`src/rtl/link_tx_sched_if.sv`:
```
// Bundle between the TX scheduler, its two requesters and the link-layer sender.
// The slave modport is the scheduler; the master modport is the surrounding logic.
interface link_tx_sched_if;
    logic       hs_req;
    logic [3:0] hs_pid;
    logic       hs_ack;
    logic       tk_req;
    logic [3:0] tk_pid;
    logic [6:0] tk_addr;
    logic [3:0] tk_endp;
    logic       tk_ack;
    logic [3:0] tx_pid;
    logic [6:0] tx_addr;
    logic [3:0] tx_endp;
    logic       tx_valid;
    logic       tx_ready;
    logic       busy;
    logic       err_pid;
    logic       err_timeout;

    modport master (
        output hs_req, hs_pid, tk_req, tk_pid, tk_addr, tk_endp, tx_ready,
        input  hs_ack, tk_ack, tx_pid, tx_addr, tx_endp, tx_valid, busy,
               err_pid, err_timeout
    );

    modport slave (
        input  hs_req, hs_pid, tk_req, tk_pid, tk_addr, tk_endp, tx_ready,
        output hs_ack, tk_ack, tx_pid, tx_addr, tx_endp, tx_valid, busy,
               err_pid, err_timeout
    );
endinterface

```
`src/rtl/link_tx_sched.sv`:
```
// Link-layer TX scheduler: arbitrates handshake vs token requests, pulses the
// sender once per packet, waits for completion and enforces an inter-packet gap.
module link_tx_sched #(
    parameter int GAP_CYCLES = 4,
    parameter int HS_BURST   = 2,
    parameter int TIMEOUT    = 64
) (
    input  logic           clk,
    input  logic           rst,
    link_tx_sched_if.slave bus
);
    localparam int ST_W  = $clog2(HS_BURST + 1);
    localparam int GAP_W = $clog2(GAP_CYCLES + 2);
    localparam int WD_W  = $clog2(TIMEOUT + 1);

    localparam logic [ST_W-1:0]  ST_MAX  = ST_W'(HS_BURST);
    localparam logic [ST_W-1:0]  ST_ONE  = ST_W'(1);
    localparam logic [GAP_W-1:0] GAP_MAX = GAP_W'(GAP_CYCLES);
    localparam logic [GAP_W-1:0] GAP_ONE = GAP_W'(1);
    localparam logic [WD_W-1:0]  WD_MAX  = WD_W'(TIMEOUT);
    localparam logic [WD_W-1:0]  WD_ONE  = WD_W'(1);

    typedef enum logic [1:0] {IDLE, ISSUE, WAIT_DONE, GAP} state_t;

    state_t           state_reg, state_next;
    logic [ST_W-1:0]  streak_reg, streak_next;
    logic [GAP_W-1:0] gap_reg, gap_next;
    logic [WD_W-1:0]  wd_reg, wd_next;
    logic             legal_reg, legal_next;
    logic [3:0]       tx_pid_reg, tx_pid_next;
    logic [6:0]       tx_addr_reg, tx_addr_next;
    logic [3:0]       tx_endp_reg, tx_endp_next;
    logic             hs_ack_reg, hs_ack_next;
    logic             tk_ack_reg, tk_ack_next;
    logic             tx_valid_reg, tx_valid_next;
    logic             busy_reg, busy_next;
    logic             err_pid_reg, err_pid_next;
    logic             err_to_reg, err_to_next;
    logic             pick_hs;
    logic             pid_ok;

    always_ff @(posedge clk) begin
        if (rst) begin
            state_reg    <= IDLE;
            streak_reg   <= '0;
            gap_reg      <= '0;
            wd_reg       <= '0;
            legal_reg    <= 1'b0;
            tx_pid_reg   <= '0;
            tx_addr_reg  <= '0;
            tx_endp_reg  <= '0;
            hs_ack_reg   <= 1'b0;
            tk_ack_reg   <= 1'b0;
            tx_valid_reg <= 1'b0;
            busy_reg     <= 1'b0;
            err_pid_reg  <= 1'b0;
            err_to_reg   <= 1'b0;
        end else begin
            state_reg    <= state_next;
            streak_reg   <= streak_next;
            gap_reg      <= gap_next;
            wd_reg       <= wd_next;
            legal_reg    <= legal_next;
            tx_pid_reg   <= tx_pid_next;
            tx_addr_reg  <= tx_addr_next;
            tx_endp_reg  <= tx_endp_next;
            hs_ack_reg   <= hs_ack_next;
            tk_ack_reg   <= tk_ack_next;
            tx_valid_reg <= tx_valid_next;
            busy_reg     <= busy_next;
            err_pid_reg  <= err_pid_next;
            err_to_reg   <= err_to_next;
        end
    end

    // Registered outputs are computed one edge early so that ack/tx_valid
    // appear during the single ISSUE cycle.
    always_comb begin
        state_next    = state_reg;
        streak_next   = streak_reg;
        gap_next      = gap_reg;
        wd_next       = wd_reg;
        legal_next    = legal_reg;
        tx_pid_next   = tx_pid_reg;
        tx_addr_next  = tx_addr_reg;
        tx_endp_next  = tx_endp_reg;
        hs_ack_next   = 1'b0;
        tk_ack_next   = 1'b0;
        tx_valid_next = 1'b0;
        err_pid_next  = 1'b0;
        err_to_next   = 1'b0;
        pick_hs       = 1'b0;
        pid_ok        = 1'b0;

        case (state_reg)
            IDLE: begin
                if (bus.tx_ready && (bus.hs_req || bus.tk_req)) begin
                    pick_hs = bus.hs_req && (!bus.tk_req || (streak_reg < ST_MAX));
                    if (pick_hs) begin
                        pid_ok       = (bus.hs_pid[1:0] == 2'b10);
                        tx_pid_next  = bus.hs_pid;
                        tx_addr_next = '0;
                        tx_endp_next = '0;
                        if (!bus.tk_req)
                            streak_next = '0;
                        else if (streak_reg != ST_MAX)
                            streak_next = streak_reg + ST_ONE;
                    end else begin
                        pid_ok       = (bus.tk_pid[1:0] == 2'b01);
                        tx_pid_next  = bus.tk_pid;
                        tx_addr_next = bus.tk_addr;
                        tx_endp_next = bus.tk_endp;
                        streak_next  = '0;
                    end
                    hs_ack_next   = pick_hs;
                    tk_ack_next   = !pick_hs;
                    tx_valid_next = pid_ok;
                    err_pid_next  = !pid_ok;
                    legal_next    = pid_ok;
                    state_next    = ISSUE;
                end
            end
            ISSUE: begin
                wd_next = '0;
                if (legal_reg) begin
                    state_next = WAIT_DONE;
                end else begin
                    gap_next   = '0;
                    state_next = GAP;
                end
            end
            WAIT_DONE: begin
                // The completion cycle itself already counts as the first idle
                // cycle of the gap, hence the preload of 1.
                if (bus.tx_ready) begin
                    if (GAP_CYCLES <= 1) begin
                        state_next = IDLE;
                    end else begin
                        gap_next   = GAP_ONE;
                        state_next = GAP;
                    end
                end else begin
                    wd_next = wd_reg + WD_ONE;
                    if ((wd_reg + WD_ONE) == WD_MAX) begin
                        err_to_next = 1'b1;
                        gap_next    = '0;
                        state_next  = GAP;
                    end
                end
            end
            GAP: begin
                if ((gap_reg + GAP_ONE) >= GAP_MAX) begin
                    gap_next   = '0;
                    state_next = IDLE;
                end else begin
                    gap_next = gap_reg + GAP_ONE;
                end
            end
            default: state_next = IDLE;
        endcase

        busy_next = (state_next != IDLE);
    end

    assign bus.hs_ack      = hs_ack_reg;
    assign bus.tk_ack      = tk_ack_reg;
    assign bus.tx_pid      = tx_pid_reg;
    assign bus.tx_addr     = tx_addr_reg;
    assign bus.tx_endp     = tx_endp_reg;
    assign bus.tx_valid    = tx_valid_reg;
    assign bus.busy        = busy_reg;
    assign bus.err_pid     = err_pid_reg;
    assign bus.err_timeout = err_to_reg;
endmodule

```
`src/flat_wrapper.sv`:
```
// flat-port wrapper written by rule: the top's interface ports become plain ports
module link_tx_sched_flat 
#(
    parameter int GAP_CYCLES = 4,
    parameter int HS_BURST   = 2,
    parameter int TIMEOUT    = 64
)
  (clk, rst, bus_hs_req, bus_hs_pid, bus_tk_req, bus_tk_pid, bus_tk_addr, bus_tk_endp, bus_tx_ready, bus_hs_ack, bus_tk_ack, bus_tx_pid, bus_tx_addr, bus_tx_endp, bus_tx_valid, bus_busy, bus_err_pid, bus_err_timeout);
  link_tx_sched_if bus_i ();
  input  logic clk;
  input  logic rst;
  input wire logic [$bits(bus_i.hs_req)-1:0] bus_hs_req;
  input wire logic [$bits(bus_i.hs_pid)-1:0] bus_hs_pid;
  input wire logic [$bits(bus_i.tk_req)-1:0] bus_tk_req;
  input wire logic [$bits(bus_i.tk_pid)-1:0] bus_tk_pid;
  input wire logic [$bits(bus_i.tk_addr)-1:0] bus_tk_addr;
  input wire logic [$bits(bus_i.tk_endp)-1:0] bus_tk_endp;
  input wire logic [$bits(bus_i.tx_ready)-1:0] bus_tx_ready;
  output wire logic [$bits(bus_i.hs_ack)-1:0] bus_hs_ack;
  output wire logic [$bits(bus_i.tk_ack)-1:0] bus_tk_ack;
  output wire logic [$bits(bus_i.tx_pid)-1:0] bus_tx_pid;
  output wire logic [$bits(bus_i.tx_addr)-1:0] bus_tx_addr;
  output wire logic [$bits(bus_i.tx_endp)-1:0] bus_tx_endp;
  output wire logic [$bits(bus_i.tx_valid)-1:0] bus_tx_valid;
  output wire logic [$bits(bus_i.busy)-1:0] bus_busy;
  output wire logic [$bits(bus_i.err_pid)-1:0] bus_err_pid;
  output wire logic [$bits(bus_i.err_timeout)-1:0] bus_err_timeout;
  assign bus_i.hs_req = bus_hs_req;
  assign bus_i.hs_pid = bus_hs_pid;
  assign bus_i.tk_req = bus_tk_req;
  assign bus_i.tk_pid = bus_tk_pid;
  assign bus_i.tk_addr = bus_tk_addr;
  assign bus_i.tk_endp = bus_tk_endp;
  assign bus_i.tx_ready = bus_tx_ready;
  assign bus_hs_ack = bus_i.hs_ack;
  assign bus_tk_ack = bus_i.tk_ack;
  assign bus_tx_pid = bus_i.tx_pid;
  assign bus_tx_addr = bus_i.tx_addr;
  assign bus_tx_endp = bus_i.tx_endp;
  assign bus_tx_valid = bus_i.tx_valid;
  assign bus_busy = bus_i.busy;
  assign bus_err_pid = bus_i.err_pid;
  assign bus_err_timeout = bus_i.err_timeout;
  link_tx_sched #(.GAP_CYCLES(GAP_CYCLES), .HS_BURST(HS_BURST), .TIMEOUT(TIMEOUT)) u_core (.clk(clk), .rst(rst), .bus(bus_i));
endmodule
```
`config.mk`:
```
export PLATFORM = sky130hd
export DESIGN_NAME = link_tx_sched_flat
export DESIGN_NICKNAME = d
export VERILOG_FILES = /design/src/rtl/link_tx_sched_if.sv /design/src/rtl/link_tx_sched.sv /design/src/flat_wrapper.sv
export SDC_FILE = /design/constraint.sdc
export NUM_CORES = 1
export LEC_CHECK = 0
export CAP_MARGIN = 40
export CORE_MARGIN = 10
export CORE_UTILIZATION = 42
export DETAILED_ROUTE_END_ITERATION = 8
export GPL_TIMING_DRIVEN = 0
export HOLD_SLACK_MARGIN = 0.1
export PLACE_DENSITY_LB_ADDON = 0.05
export SETUP_SLACK_MARGIN = 0.05
export SYNTH_ARGS = -nofsm -noshare
export SYNTH_HDL_FRONTEND = slang
export SYNTH_SLANG_ARGS = --single-unit
```
`constraint.sdc`:
```
create_clock -name clk -period 1.6 [get_ports clk]
set_input_delay 0.48 -clock clk [delete_from_list [all_inputs] [get_ports clk]]
set_output_delay 0.48 -clock clk [all_outputs]
set_load 0.005 [all_outputs]
```
==> results of run 1 <==
[per-stage QoR]
| stage | instance area (sq um) | total power [mW] |
|---|---|---|
| final | 2350 | 2.18 |
| after global routing | 2350 | 2.30 |
| after CTS | 2250 | 2.16 |
| after detailed placement | 2110 | 1.39 |
| after global placement | 2110 | 1.37 |
| after floorplan | 1620 | 1.20 |
[worst max-delay path: stages, from the launching register on]
cell     delay, ps
dfxtp_1        480
or3b_1         410
buf_6          150
or3_1          300
a21oi_1        120
[path summary, 6_finish.rpt]
path                            depth (start not counted)  slack (ps)                    end             startpoint
worst min register to register                          1         470  u_core.bus.tx_addr[2]  u_core.bus.tx_addr[2]
worst max-delay path                                    4          70       u_core.wd_reg[4]    u_core.state_reg[1]
worst min-delay path                                    1         470  u_core.bus.tx_addr[2]  u_core.bus.tx_addr[2]
worst max register to register                          4          70       u_core.wd_reg[4]    u_core.state_reg[1]
[power by group]
part           switching (mW)  leakage [nW]  internal, mW
combinational           0.203         0.639         0.206
clock                   0.334        0.0541         0.461
sequential             0.0354         0.295         0.946
[synthesized netlist by cell type, drive strengths merged, types with 2 or more instances]
cell type / instances / area, sq um
nand3b: 5 / 37.5
nand2: 4 / 15.0
ha: 3 / 37.5
mux2i: 5 / 50.1
clkbuf: 3 / 11.3
nand2b: 3 / 18.8
nor3b: 2 / 15.0
dfxtp: 36 / 721
a21oi: 11 / 55.1
or3b: 2 / 17.5
a31oi: 2 / 12.5
nor2: 17 / 63.8
o21ai: 6 / 30.0
o31ai: 2 / 15.0
and3: 5 / 31.3
o211ai: 2 / 15.0
a22o: 11 / 96.3
nand3: 4 / 20.0
nor3: 4 / 30.0
inv: 5 / 18.8
a211oi: 7 / 57.6
a211o: 2 / 17.5
buf: 7 / 33.8
[placed cells by master (no fill, tap or decap), types with 2 or more instances in the layout]
| cell type | netlist | final |
|---|---|---|
| dfxtp_1 | 36 | 32 |
| dlygate4sd2_1 | 0 | 23 |
| clkdlybuf4s50_1 | 0 | 19 |
| nor2_1 | 17 | 16 |
| a22o_1 | 11 | 11 |
| a21oi_1 | 11 | 10 |
| clkbuf_8 | 0 | 6 |
| buf_4 | 0 | 6 |
| inv_1 | 5 | 5 |
| nand3b_1 | 5 | 5 |
| mux2i_1 | 5 | 5 |
| o21ai_1 | 5 | 5 |
| a211oi_1 | 6 | 5 |
| buf_6 | 0 | 4 |
| nand2_1 | 4 | 4 |
| and3_1 | 5 | 4 |
| nand3_1 | 4 | 4 |
| nand2b_1 | 3 | 3 |
| clkbuf_2 | 0 | 2 |
| o211ai_1 | 2 | 2 |
| nor3_2 | 2 | 2 |
| clkbuf_4 | 0 | 2 |
| nor3_1 | 2 | 2 |
| or3b_1 | 2 | 2 |
| a31oi_1 | 2 | 2 |
| a211oi_2 | 1 | 2 |
| o31ai_1 | 2 | 2 |
| ha_1 | 3 | 2 |
| dfxtp_2 | 0 | 2 |
| dfxtp_4 | 0 | 2 |
[per-layer routing]
layer / track usage / up-vias
met3: 0.0557 / 6
li1: - / 749
met1: 0.161 / 720
met4: 0.0374 / 0
met2: 0.209 / 40
met5: 0 / -
[layout make-up]
class,count,area [sq um]
Clock inverter,3,42.5
Multi-Input combinational cell,118,887
Clock buffer,5,68.8
Tap cell,48,60.1
Inverter,5,18.8
Fill cell,312,1310
Buffer,9,87.6
Timing Repair Buffer,50,453
Sequential cell,36,731
[timing repair]
item                                   CTS  global route
gates cloned                             0             1
gates resized for setup                 37            27
endpoints found under the hold margin    0             0
setup endpoints to repair               56            27
setup buffers                            2             4
pin swaps                                6            11
[kinds of logic after synthesis]
logic type	Yosys count	share of synthesized area
adders and majority gates	3	0.0235
xor gates and xnor gates	1	0.00547
buffers and inverters	15	0.0399
DFF	36	0.450
and+or+nand+nor	54	0.194
AOI/OAI and AO/OA	55	0.256
muxes	5	0.0313
==> run_results.csv, run 1 <==
group,metric,value,unit
run_status,outcome,"completed",
worst_setup_path,critPathMaxFanout,10,
sta,rsz0062_at_grt,"true",
sta,hold_viol_final,0,
power_and_ir_drop,ir_drop,0.000852,V
finish,fin_util,0.641,
drt,wl_met3,317,microns
clocking,root_buffer,"clkbuf_8",
flow_run,drv_cap,0,
synth,synth_flop_cell,"dfxtp_1",
drt,dr.pass1.iters,4,
drt,avgRoutedWirePerCell,16.4,microns
clocking,worstSkewPairLatency,290,ps
finish,final_net_count,252,
synth,synth_nets,196,
drt,met2_length,2.15,mm
synth,ys_ff_latch,36,
clocking,cts.clk_slew.worst_paths,70,ps
clocking,cts.sinks,36,
synth,synth_edf_count,0,
drt,viasPerCell,5.53,
die,start_util,0.437,
sta,slew_headroom,0.683,
global_route,first_global_vias,1457,
drt,drt-initial-drc-count,102,
clocking,h-tree-depth,2,
clocking,ctsHoldBuffers,0,
global_route,grt_usage,0.132,
sta,maxSlewViolCount,0,
synth,syn_area_per_cell,9.47,sq um
placement,gp_congestion,0.775,
placement,dp_hpwl,3.17,mm
die,die_w,81.7,microns
drt,wl_met1,1.99,mm
worst_setup_path,cp-end-kind,"flip-flop",
worst_setup_path,path_class,"reg -> reg",
placement,io_buffers,43,
synth,syn_inst,169,
sta,period_minus_slack,1530,ps
global_route,grt_antenna_before_repair,0,
placement,dp_cells,260,
synth,synthArstFlopShare,0,
finish,instances_no_fill,274,
die,ios,45,
sta,worstMarginPinSlew,473,ps
synth,seq_area_frac_synth,0.450,
global_route,overflow,0,
sta,skew,4.88,ps
drt,highest_layer,"met4",
sta,fin_ws,66.3,ps
clocking,numCtsBuffers,5,
die,dieArea,0.00668,sq mm
finish,final_layout_size_suffix_gt1_frac,0.195,
worst_setup_path,start_kind,"flip-flop",
sta,whs,469,ps
power_and_ir_drop,p_leak,0.988,nW
global_route,grt_pass1_wl,7.01,mm
hold_path,hold_class,"reg -> reg",
sta,setup_violations,0,
die,dieHeight,81.7,microns
synth,yosysUniqueCellTypes,48,
global_route,grt_max_degree,13,
sta,min_period_over_period,0.959,
clocking,cts_tree,"built",
sta,setup_tns,0,ps
drt,remaining_drc_errors,0,
die,fp-row-count,22,
drt,routed_wl,4.49,mm
worst_setup_path,cp.required,1820,ps
power_and_ir_drop,p_per_area,930,mW/mm^2
worst_setup_path,arrival,1760,ps
drt,drtAntennaViolNets,0,
clocking,cts_buffer_depth,2,
die,coreArea,0.00366,sq mm
finish,area_growth,46.8,%
synth,ys_warn_count,0,
placement,place_ws,-665,ps
synth,mappedNetlistArea,0.00160,sq mm
drt,vias,1515,
finish,n_antenna_cell,0,
sta,fmaxAchievable,652,MHz
Note: power is estimated with default switching activity, not from simulation.
==> run 2: changes to the inputs <==
--- a/config.mk
+++ b/config.mk
@@ -5,9 +5,7 @@
 export SDC_FILE = /design/constraint.sdc
 export NUM_CORES = 1
 export LEC_CHECK = 0
-export CAP_MARGIN = 40
-export CORE_MARGIN = 10
-export CORE_UTILIZATION = 42
+export CORE_UTILIZATION = 35
 export DETAILED_ROUTE_END_ITERATION = 8
 export GPL_TIMING_DRIVEN = 0
 export HOLD_SLACK_MARGIN = 0.1
==> run 2 against run 1 <==
  * Sequential power barely moved
  * Register-to-register slack improved by 60 ps
  * Cell count grew 1.1%
  * Largest power group unchanged
  * Critical path type unchanged
  * Core utilization down 11 points
  * First-iteration DRC count is 45% lower
  * Highest routed layer unchanged
  * Total power shrank 1.2%
  * Die area decreased by 27%
==> run_results.csv, run 2 (synthesis results as in run 1) <==
group,metric,value,unit
placement,place_ws,-693,ps
finish,final_area,0.00232,sq mm
clocking,worstSkewPairLatency,290,ps
worst_setup_path,arrival,1680,ps
worst_setup_path,r2r_cells,4,
sta,min_period_over_period,0.919,
worst_setup_path,critPathMaxFanout,6,
die,coreArea,0.00438,sq mm
global_route,grt_antenna_before_repair,0,
drt,avgRoutedWirePerCell,14.4,microns
sta,setup_violations,0,
drt,routed_wl,4.00,mm
drt,drt-initial-drc-count,56,
global_route,grt_usage,0.176,
finish,final_cell_mix,"dlygate4sd2_1 (24), dfxtp_1 (21), clkdlybuf4s50_1 (19)",
finish,final_common_cell,"dlygate4sd2_1",
worst_setup_path,path_class,"reg -> reg",
worst_setup_path,endpoint,"u_core.bus.err_timeout",
flow_run,drv_cap,0,
die,fp-row-count,24,
sta,hold_viol_final,0,
clocking,cts_buffer_depth,2,
sta,slew_headroom,0.706,
worst_setup_path,critPathLaunch,"u_core.wd_reg[1]",
drt,highest_layer,"met4",
placement,dp_hpwl,2.89,mm
finish,fin_util,0.529,
finish,final_net_count,251,
placement,io_buffers,43,
sta,period_minus_slack,1470,ps
sta,fmaxAchievable,680,MHz
clocking,cts.sinks,36,
clocking,cts_tree,"built",
sta,whs,461,ps
clocking,ctsHoldBuffers,0,
global_route,overflow,0,
worst_setup_path,r2r_start,"u_core.wd_reg[1]",
placement,gp_congestion,0.786,
drt,met2_length,1.94,mm
die,ios,45,
sta,rsz0062_at_grt,"false",
drt,wl_met1,1.82,mm
worst_setup_path,r2r-end,"u_core.bus.err_timeout",
clocking,h-tree-depth,2,
die,start_util,0.365,
power_and_ir_drop,p_leak,0.983,nW
worst_setup_path,cp.required,1810,ps
global_route,first_global_vias,1434,
worst_setup_path,cp-end-kind,"flip-flop",
finish,area_growth,45.0,%
run_status,outcome,"completed",
sta,worstMarginPinSlew,440,ps
worst_setup_path,rrSetupSlack,130,ps
power_and_ir_drop,p_per_area,930,mW/mm^2
clocking,cts.clk_slew.worst_paths,70,ps
finish,n_antenna_cell,0,
die,die_w,69.6,microns
drt,vias,1517,
sta,fin_ws,130,ps
placement,place_area,0.00211,sq mm
clocking,numCtsBuffers,5,
clocking,root_buffer,"clkbuf_8",
finish,final_layout_size_suffix_gt1_frac,0.218,
global_route,grt_max_degree,12,
die,dieHeight,69.6,microns
drt,remaining_drc_errors,0,
global_route,grt_pass1_wl,6.79,mm
sta,skew,7.08,ps
drt,wl_met3,152,microns
drt,dr.pass1.iters,4,
power_and_ir_drop,ir_drop,0.000444,V
sta,maxSlewViolCount,0,
worst_setup_path,start_kind,"flip-flop",
hold_path,hold_class,"reg -> reg",
die,dieArea,0.00485,sq mm
drt,viasPerCell,5.48,
drt,drtAntennaViolNets,0,
run 2: worst min-delay path by stage:
| stage | from | endpoint | slack (ps) | cells after the start |
|---|---|---|---|---|
| global route | u_core.bus.tx_endp[3] | u_core.bus.tx_endp[3] | 490 | 1 |
| CTS | u_core.bus.tx_endp[3] | u_core.bus.tx_endp[3] | 470 | 1 |
| global placement | u_core.bus.tx_endp[3] | u_core.bus.tx_endp[3] | 460 | 1 |
| detailed placement | u_core.bus.tx_endp[3] | u_core.bus.tx_endp[3] | 460 | 1 |
| floorplan | u_core.legal_reg | u_core.legal_reg | 440 | 1 |
| finish | u_core.bus.tx_endp[3] | u_core.bus.tx_endp[3] | 460 | 1 |
run 2: repair_timing:
item | 4_1_cts | 5_1_grt
pin swaps | 4 | 9
endpoints found under the setup margin | 56 | 24
gates resized for setup | 45 | 19
buffers inserted | 5 | 1
run 2: cell type report:
type | count | area [sq um]
Sequential cell | 36 | 747
Inverter | 5 | 18.8
Fill cell | 401 | 2060
Buffer | 9 | 83.8
Multi-Input combinational cell | 118 | 852
Timing Repair Buffer | 49 | 445
Clock buffer | 6 | 72.6
Tap cell | 52 | 65.1
Clock inverter | 2 | 35.0
run 2: worst max-delay path: stages, from the launching register on:
cell	delay [ps]
dfxtp_4	370
and3_4	190
a211o_1	340
a211o_1	310
nor3_2	170
run 2: through the flow:
step                      cells  total power [mW]  TNS [ps]
after global placement      264              1.38    -16880
after CTS                   277              2.16         0
after detailed placement    264              1.38    -18460
final                       277              2.16         0
after global routing        277              2.26         0
after floorplan             169              1.20         0
run 2: per-layer routing:
metal,global-route usage,vias to the layer above
li1,-,748
met1,0.220,727
met2,0.287,33
met3,0.0494,9
met4,0.0711,0
met5,0,-
run 2: power by group:
part	internal, mW	leakage [nW]	switching, mW
Clock	0.462	0.0552	0.321
Combinational	0.199	0.628	0.192
Sequential	0.948	0.301	0.0349
Total	1.61	0.983	0.548
